`src/rtl/regfile_write_scheduler.sv`:
```
// regfile_write_scheduler: arbitrates ALU/load writebacks onto the register-file write port and tracks pending writes.
// Optional RF_FWD_EN: forward the in-flight rf_* write to decode and mask its hazard.
module regfile_write_scheduler #(
    parameter int MAX_WAIT = 3,
    parameter int NUM_REGS = 6
) (
    input  logic       clk,
    input  logic       rst_n,
    input  logic       alu_valid,
    input  logic [2:0] alu_rd,
    input  logic       alu_label,
    input  logic [7:0] alu_data,
    output logic       alu_ready,
    input  logic       mem_valid,
    input  logic [2:0] mem_rd,
    input  logic       mem_label,
    input  logic [7:0] mem_data,
    output logic       mem_ready,
    input  logic       issue_valid,
    input  logic [2:0] issue_rd,
    input  logic       issue_label,
    input  logic [2:0] rs1,
    input  logic [2:0] rs2,
    input  logic       label_read,
    output logic       hazard,
    output logic [2:0] rf_rd,
    output logic [7:0] rf_write_data,
    output logic       rf_reg_write,
    output logic       rf_label_write,
    output logic       fwd_valid_a,
    output logic       fwd_valid_b,
    output logic [7:0] fwd_data,
    output logic       illegal_idx
);
    localparam int CW = $clog2(MAX_WAIT + 1);
    localparam logic [2:0] LIM = 3'(NUM_REGS);

    logic [CW-1:0] cnt;
    logic [7:0] pend_g, pend_l, set_g, set_l, clr_g, clr_l, pend_sel;
    logic mem_prio, acc, wr_legal, wr_label;
    logic [2:0] wr_rd;
    logic [7:0] wr_data;

    assign mem_prio  = cnt == CW'(MAX_WAIT);
    assign mem_ready = mem_valid && (!alu_valid || mem_prio);
    assign alu_ready = alu_valid && !(mem_valid && mem_prio);
    assign acc       = alu_ready || mem_ready;
    assign wr_rd     = mem_ready ? mem_rd : alu_rd;
    assign wr_data   = mem_ready ? mem_data : alu_data;
    assign wr_label  = mem_ready ? mem_label : alu_label;
    assign wr_legal  = acc && wr_rd < LIM;

    // Bits at indices >= NUM_REGS are never set, so out-of-range sources read 0.
    assign set_g = (issue_valid && !issue_label && issue_rd < LIM) ? 8'(1) << issue_rd : '0;
    assign set_l = (issue_valid && issue_label && issue_rd < LIM) ? 8'(1) << issue_rd : '0;
    assign clr_g = rf_reg_write ? 8'(1) << rf_rd : '0;
    assign clr_l = rf_label_write ? 8'(1) << rf_rd : '0;

    always_ff @(posedge clk or negedge rst_n) begin
        if (!rst_n) begin
            cnt            <= '0;
            pend_g         <= '0;
            pend_l         <= '0;
            rf_rd          <= '0;
            rf_write_data  <= '0;
            rf_reg_write   <= 1'b0;
            rf_label_write <= 1'b0;
            illegal_idx    <= 1'b0;
        end else begin
            cnt            <= mem_ready ? '0 : mem_valid ? cnt + CW'(1) : cnt;
            pend_g         <= (pend_g & ~clr_g) | set_g;
            pend_l         <= (pend_l & ~clr_l) | set_l;
            rf_reg_write   <= wr_legal && !wr_label;
            rf_label_write <= wr_legal && wr_label;
            if (wr_legal) begin
                rf_rd         <= wr_rd;
                rf_write_data <= wr_data;
            end
            if ((acc && !wr_legal) || (issue_valid && issue_rd >= LIM))
                illegal_idx <= 1'b1;
        end
    end

    assign pend_sel = label_read ? pend_l : pend_g;

`ifdef RF_FWD_EN
    logic strobe_sel;
    assign strobe_sel  = label_read ? rf_label_write : rf_reg_write;
    assign fwd_valid_a = strobe_sel && rf_rd == rs1;
    assign fwd_valid_b = strobe_sel && rf_rd == rs2;
    assign fwd_data    = rf_write_data;
`else
    assign fwd_valid_a = 1'b0;
    assign fwd_valid_b = 1'b0;
    assign fwd_data    = '0;
`endif

    assign hazard = (pend_sel[rs1] && !fwd_valid_a) || (pend_sel[rs2] && !fwd_valid_b);
endmodule

```
`config.mk`:
```
export PLATFORM = sky130hd
export DESIGN_NAME = regfile_write_scheduler
export DESIGN_NICKNAME = d
export VERILOG_FILES = /design/src/rtl/regfile_write_scheduler.sv
export SDC_FILE = /design/constraint.sdc
export NUM_CORES = 1
export LEC_CHECK = 0
export ABC_AREA = 1
export CAP_MARGIN = 15
export CORE_UTILIZATION = 25
export DETAILED_ROUTE_END_ITERATION = 6
export GPL_TIMING_DRIVEN = 0
export PLACE_DENSITY = 0.47
export REMOVE_ABC_BUFFERS = 1
export SLEW_MARGIN = 20
export SYNTH_ARGS = -nofsm -noshare
export SYNTH_HDL_FRONTEND = slang
export SYNTH_SLANG_ARGS = --single-unit
```
`constraint.sdc`:
```
create_clock -name clk -period 3.4 [get_ports clk]
set_clock_uncertainty 0.05 [all_clocks]
set_input_delay 0.68 -clock clk [delete_from_list [all_inputs] [get_ports clk]]
set_output_delay 0.68 -clock clk [all_outputs]
set_load 0.01 [all_outputs]
```
=== Word level (Yosys, flattened, before mapping) ===
Index checks and enable logic that the tools add are counted.

* Register bits: 32
* Input port bits: 40
* Output and inout port bits: 27
* Word-level logic and storage cells: 59

* $add $sub $neg: 1
* Order comparisons: 5
* Equal/unequal tests: 1
* Shifts and indexed selects: 2
* Muxes and demuxes: 14
* Bitwise logic cells: 6
* Reduce and logical (&&, ||, !) cells: 22

{| class="wikitable"
|+ Operators with widths
! cell !! number
|-
| $mux W8 || 6
|-
| $and A8 B8 Y8 || 2
|-
| $not A8 Y8 || 2
|-
| $or A8 B8 Y8 || 2
|-
| $shl A1 B3 Y8 const A || 2
|-
| $logic_and A1 B1 Y1 || 12
|-
| $lt A3 B4 Y1 const B || 2
|-
| $bmux W1 S3 || 2
|-
| $lt A3 B3 Y1 const B || 2
|-
| $logic_not A1 Y1 || 5
|-
| $logic_or A1 B1 Y1 || 4
|-
| $mux W2 || 2
|-
| $ge A3 B3 Y1 const B || 1
|-
| $mux W1 || 3
|-
| $mux W3 || 1
|-
| $add A2 B1 Y2 const B || 1
|-
| $eq A2 B2 Y1 const B || 1
|-
| $reduce_bool A2 Y1 || 1
|}

=== Depth between registers and ports, before layout ===
Gate-level depths: netlist of run 1.

* Depth in word-level cells: 9
* Gate-level depth with buffers: 11
* Depth with buffers taken out: 10

=== Least setup slack after synthesis of run 1 ===
No wires, ideal clock.

* Path kind: input to output
* Start point: input port label_read
* End point: output port hazard
* Data arrival time: 1.401 ns
* Required time: 2.670 ns
* Setup slack: 1.269 ns
* Stages on the path: 8
* Path buffers: 1
* Cells stage by stage: buf_2 inv_1 nand2_1 nand3_1 nand3_1 nand3_1 nand2_1 nand2_1

* Longest elaborated chain between the ends: 4
* Elaborated cells on any way between the ends: 6
* Those cells by class: mux: 5; reduce/logical: 1

{| class="wikitable"
|+ Ends and longest elaborated chain
! element !! RTL line !! text
|-
| start, declared || 24 || <nowiki>input logic label_read,</nowiki>
|-
| $mux W8 * || 84 || <nowiki>assign pend_sel = label_read ? pend_l : pend_g;</nowiki>
|-
| $bmux W1 S3 || 98 || <nowiki>assign hazard = (pend_sel[rs1] && !fwd_valid_a) || (pend_sel[rs2] && !fwd_valid_b);</nowiki>
|-
| $mux W1 (not written as such) || 98 ||
|-
| $logic_or A1 B1 Y1 * || 98 ||
|-
| end, declared || 25 || <nowiki>output logic hazard,</nowiki>
|}

Mark *: on every way between the ends. The rest lies on a longest branch, timed or not. The select of a mux whose other input is x is not followed.

=== Final worst setup path of run 1 ===
Ends and elaborated chain as after synthesis.

==> results of run 1 <==
flip-flops by register name, indices dropped and copies added, names as in the netlist:
signal and count:
rf_write_data 8, rf_rd 3, pend_l 8, cnt 2, illegal_idx 1, pend_g 8, rf_label_write 1, rf_reg_write 1
kinds of logic after synthesis:
kind of cell             Yosys count
AO/OA/AOI/OAI                     36
adder cells (fa/ha/maj)            1
buffers and inverters             37
flip-flops                        32
other                              1
AND/OR/NAND/NOR                  139
layer usage:
metal / wire [um] / global-route usage (%) / vias to the layer above
met3: 373 / 5.118 / 8
met1: 2047 / 16.10 / 774
met2: 2117 / 21.95 / 57
li1: - / - / 907
met5: 0 / 0 / -
met4: 61 / 3.875 / 0
worst max-delay path by stage:
stage               startpoint     end  slack [ns]
finish              label_read  hazard        0.25
global route        label_read  hazard        0.06
CTS                 label_read  hazard        0.15
detailed placement  label_read  hazard        0.15
global placement    label_read  hazard        0.13
floorplan           label_read  hazard        1.43
cell type report:
type                       instances  area, um^2
sequential                        32       800.8
timing repair buffer              57       583.1
clock buffer                       8       90.09
multi-input combinational        186       865.8
fill                             764        4364
inverter                          22       82.58
tap                               96       120.1
cell usage in the layout (no fill, tap or decap), drive strengths merged, types with 2 or more instances in the layout:
cell type	netlist	final
nand2	79	79
clkdlybuf4s50	0	55
nand3	52	52
dfrtp	32	32
o21ai	29	29
inv	22	22
conb	1	10
clkbuf	1	8
nand3b	4	4
nor2	3	3
a21oi	3	3
a21boi	2	2
buf	14	2
Yosys cell counts, types with 2 or more instances:
| library cell | instances |
|---|---|
| nand2_1 | 75 |
| nand3_1 | 52 |
| dfrtp_1 | 32 |
| o21ai_0 | 28 |
| inv_1 | 21 |
| buf_4 | 10 |
| nand3b_1 | 4 |
| buf_2 | 3 |
| nand2_2 | 3 |
| nor2_1 | 3 |
| a21boi_0 | 2 |
| a21oi_1 | 2 |
report_power, final:
group	switching [W]	internal (W)	total, W
combinational	0.000188	0.000173	0.000361
sequential	0.0000613	0.000478	0.000539
clock	0.000130	0.000165	0.000295
total	0.000379	0.000816	0.00119
critical path, delay by kind of cell:
family	cells	cell delay (ns)
and+or+nand+nor	6	0.45
buffers and inverters	3	1.29
timing repair:
item / CTS / global route
hold buffers: 0 / 0
resized for setup: 0 / 1
setup endpoints to repair: 0 / 1
metrics by stage:
stage | hold WS (ns) | instance area, um^2 | total power, W | std cells
floorplan | 0.3344 | 1749 | 0.0007272 | 240
detailed placement | 0.4075 | 2452 | 0.0009115 | 393
finish | 0.2815 | 2542 | 0.001194 | 401
CTS | 0.2860 | 2542 | 0.001216 | 401
global placement | 0.4031 | 2430 | 0.0009066 | 392
global route | 0.2978 | 2542 | 0.001296 | 401
==> impl_metrics.env, run 1 <==
export IMPL_status="finished, final reports clean"
export IMPL_ys_seq_area_share_pct=43.99
export IMPL_power_density_nw_per_um2=469.8
export IMPL_gr_total_overflow=0
export IMPL_cts_made_buffers=5
export IMPL_io_pins=67
export IMPL_rows=30
export IMPL_grt_usage_pct=13.32
export IMPL_period_minus_slack_ns=3.155
export IMPL_place_congestion=0.7966
export IMPL_critPathCaptureType="primary output"
export IMPL_synth_area_um2=1820
export IMPL_wl_um=4600
export IMPL_synth_edf_count=0
export IMPL_setup_tns_ns=0
export IMPL_synth_xor_area_share_pct=0
export IMPL_grt_pass1_wl_um=7866
export IMPL_synth_top_family_by_area="simple AND/OR/NAND/NOR gates"
export IMPL_cts_setup_buffers=0
export IMPL_crit_type="in -> out"
export IMPL_hp_class="in -> async"
export IMPL_clockRootBuffer="clkbuf_8"
export IMPL_wl_per_cell_um=11.47
export IMPL_coreArea_um2=6907
export IMPL_vias=1746
export IMPL_synth_compound_area_share_pct=10.86
export IMPL_synthSimpleGateAreaFrac_pct=33.95
export IMPL_first_global_vias=1692
export IMPL_synth_largest_area_cell="dfrtp_1"
export IMPL_ant_nets=0
export IMPL_synth_fa_ha_area_share_pct=0.6873
export IMPL_final_setup_worst_slack_ns=0.2455
export IMPL_area_delta_synth_final_pct=39.66
export IMPL_clk_pin_slew_ns=0.06
export IMPL_synth_cell_types=23
export IMPL_die_w_um=87.34
export IMPL_io_buffers=56
export IMPL_rr_worst_depth=10
export IMPL_cp_cell_sequence="clkdlybuf4s50_1 > inv_2 > nand2_1 > nand3_1 > nand3_1 > nand3_1 > nand2_1 > nand2_1 > clkdlybuf4s50_1"
export IMPL_worstReg2RegStart="cnt[0]"
export IMPL_cpMaxStageDelayCell="clkdlybuf4s50_1"
export IMPL_hold_viol_final=0
export IMPL_initial_utilization_pct=26.36
export IMPL_firstDrtPassIters=4
export IMPL_clock_latency_ns=0.28
export IMPL_synth_top_cell_area_share_pct=43.99
export IMPL_clock_sinks=32
export IMPL_drive_above_1_share_pct=5.246
export IMPL_clockBufferDepth=2
export IMPL_synth_cells=246
export IMPL_drc=0
export IMPL_die_h_um=87.34
export IMPL_ys_flop_type="dfrtp_1"
export IMPL_fin_util_pct=36.81
export IMPL_final_nets=345
export IMPL_crit_path_max_incr_delay_ns=0.57
export IMPL_r2r_setup_slack_ns=1.53
export IMPL_critPathRequiredTime_ns=2.67
export IMPL_yosys_top_cells_area="dfrtp_1, nand2_1, nand3_1"
export IMPL_grt_max_degree=18
export IMPL_cts_tree="yes"
export IMPL_antenna_cells=0
export IMPL_die_area_um2=7627
export IMPL_synth_warnings=0
export IMPL_drtIter0Drc=62
export IMPL_period_share_pct=92.78
export IMPL_synth_seq_cells=32
export IMPL_drv_slew=0
export IMPL_async_reset_ff_share_pct=100.0
export IMPL_cp_arrival_ns=2.42
export IMPL_cp_max_fo=9
export IMPL_drv_cap=0
export IMPL_synthMuxAreaShare_pct=0
export IMPL_crit_path_start_kind="input pin"
export IMPL_synth_area_per_cell_um2=7.400
export IMPL_dp_hpwl_um=3695
export IMPL_p_leak_nw=1.199
export IMPL_viasPerCell=4.354
export IMPL_place_ws_ns=0.1543
export IMPL_antenna_found_initial=0
export IMPL_setup_violations=0
export IMPL_max_freq_mhz=317.0
export IMPL_r2r_end="rf_write_data[3]"
export IMPL_peakVddDrop_uv=153.8
export IMPL_rsz0062_at_grt="false"
export IMPL_htreeDepth=2
Power figures use the tool's default switching activity.
==> inputs of run 2 (changes only) <==
==> constraint.sdc (replaced) <==
create_clock -name clk -period 3.27 [get_ports clk]
set_clock_uncertainty 0.05 [all_clocks]
set_input_delay 0.654 -clock clk [delete_from_list [all_inputs] [get_ports clk]]
set_output_delay 0.654 -clock clk [all_outputs]
set_load 0.01 [all_outputs]
==> run 2 against run 1 <==
  * Power rose by 4.0%
  * Cell area barely moved
  * Clock power rose by 4%
  * Worst setup slack improved by 0.035 ns
  * Utilization barely moved
  * Routed wire length barely moved
  * First-iteration DRC count did not move
  * Register-to-register slack got worse by 0.13 ns
  * Sequential share of layout area barely moved
  * Critical path type unchanged
==> impl_metrics.env, run 2 (same netlist as run 1, synthesis figures left out) <==
export IMPL_critPathCaptureType="primary output"
export IMPL_hold_viol_final=0
export IMPL_ant_nets=0
export IMPL_vias=1746
export IMPL_cts_resized=0
export IMPL_crit_path_start_kind="input pin"
export IMPL_coreArea_um2=6907
export IMPL_period_share_pct=91.41
export IMPL_cp_arrival_ns=2.29
export IMPL_final_setup_worst_slack_ns=0.2809
export IMPL_cts_setup_buffers=0
export IMPL_period_minus_slack_ns=2.989
export IMPL_use_met3_pct=5.118
export IMPL_grt_usage_pct=13.32
export IMPL_power_frac_clock_pct=24.7
export IMPL_wl_per_cell_um=11.47
export IMPL_rr_worst_depth=10
export IMPL_critPathRequiredTime_ns=2.57
export IMPL_postCtsHoldBufs=0
export IMPL_initial_utilization_pct=26.36
export IMPL_hp_class="in -> async"
export IMPL_top_regs="pend_g x8, pend_l x8, rf_write_data x8"
export IMPL_sw_frac_of_total_pct=31.72
export IMPL_viasPerCell=4.354
export IMPL_dp_hpwl_um=3695
export IMPL_pwr_share_comb_pct=30.2
export IMPL_antenna_cells=0
export IMPL_antenna_found_initial=0
export IMPL_grt_met1_usage_pct=16.10
export IMPL_layout_common_cells="nand2_1, clkdlybuf4s50_1, nand3_1, dfrtp_1, o21ai_0"
export IMPL_firstDrtPassIters=4
export IMPL_drv_cap=0
export IMPL_p_int_w=0.0008480
export IMPL_die_h_um=87.34
export IMPL_die_w_um=87.34
export IMPL_area_delta_synth_final_pct=39.79
export IMPL_met2_usage_pct=21.95
export IMPL_fin_util_pct=36.85
export IMPL_setup_tns_ns=0
export IMPL_clock_latency_ns=0.28
export IMPL_clk_pin_slew_ns=0.06
export IMPL_wl_um=4599
export IMPL_rsz0062_at_grt="false"
export IMPL_r2r_end="rf_write_data[3]"
export IMPL_place_congestion=0.7966
export IMPL_fin_area_um2=2545
export IMPL_rows=30
export IMPL_first_global_vias=1692
export IMPL_r2r_setup_slack_ns=1.40
export IMPL_drtIter0Drc=62
export IMPL_place_ws_ns=0.07625
export IMPL_die_area_um2=7627
export IMPL_placed_area_um2=2452
export IMPL_p_leak_nw=1.208
export IMPL_fin_total_pwr_w=0.001242
export IMPL_drc=0
export IMPL_drv_slew=0
export IMPL_clock_sinks=32
export IMPL_grt_pass1_wl_um=7866
export IMPL_cts_made_buffers=5
export IMPL_power_density_nw_per_um2=488.0
export IMPL_p_seq_share_pct=45.1
export IMPL_clockBufferDepth=2
export IMPL_max_freq_mhz=334.5
export IMPL_clockRootBuffer="clkbuf_8"
export IMPL_final_nets=345
export IMPL_grt_max_degree=18
export IMPL_drive_above_1_share_pct=5.246
export IMPL_worstReg2RegStart="cnt[0]"
export IMPL_setup_violations=0
export IMPL_htreeDepth=2
export IMPL_io_buffers=56
export IMPL_peakVddDrop_uv=159.9
export IMPL_p_sw_w=0.0003939
export IMPL_io_pins=67
export IMPL_cp_max_fo=11
export IMPL_gr_total_overflow=0
export IMPL_crit_type="in -> out"
export IMPL_final_common_cell="nand2_1"
export IMPL_status="finished, final reports clean"
export IMPL_grt_busiest_layer="met2"
export IMPL_cts_tree="yes"
[run 2: per-layer routing]
metal	routed length, um	share of wire, %
met1	2046	44
met2	2117	46
met3	373	8.1
met4	61	1.3
met5	0	0
[run 2: cell type report]
class                   count  area [um^2]
repair buffers             57        585.6
multi-input cells         186        865.8
well taps                  96        120.1
fillers                   763         4362
inverters                  22        82.58
clock buffers               8        90.09
flip-flops and latches     32        800.8
[run 2: critical path, cell delays in order]
cell and delay (ns):
clkdlybuf4s50_1 0.56, inv_2 0.08, a21oi_2 0.36, clkdlybuf4s50_1 0.63
[run 2: power groups by stage]
| stage | registers [W] | logic (W) | clock network [W] |
|---|---|---|---|
| CTS | 0.000561 | 0.000381 | 0.000322 |
| finish | 0.000561 | 0.000375 | 0.000306 |
| detailed placement | 0.000567 | 0.000381 | 0 |
| global placement | 0.000567 | 0.000376 | 0 |
| global route | 0.000574 | 0.000434 | 0.000340 |
| floorplan | 0.000558 | 0.000198 | 0 |
[run 2: worst max path at each step]
stage          startpoint         to  slack (ns)
2_1_floorplan  label_read     hazard        1.35
3_3_place_gp   label_read     hazard        0.06
3_5_place_dp   label_read     hazard        0.08
4_1_cts        label_read     hazard        0.07
5_1_grt            rs1[0]     hazard        0.17
6_report        mem_valid  mem_ready        0.28
[run 2: metrics by stage]
stage               instances  hold slack, ns
floorplan                 240          0.3084
global placement          392          0.4031
detailed placement        393          0.4075
CTS                       401          0.2600
global route              401          0.2718
finish                    401          0.2555
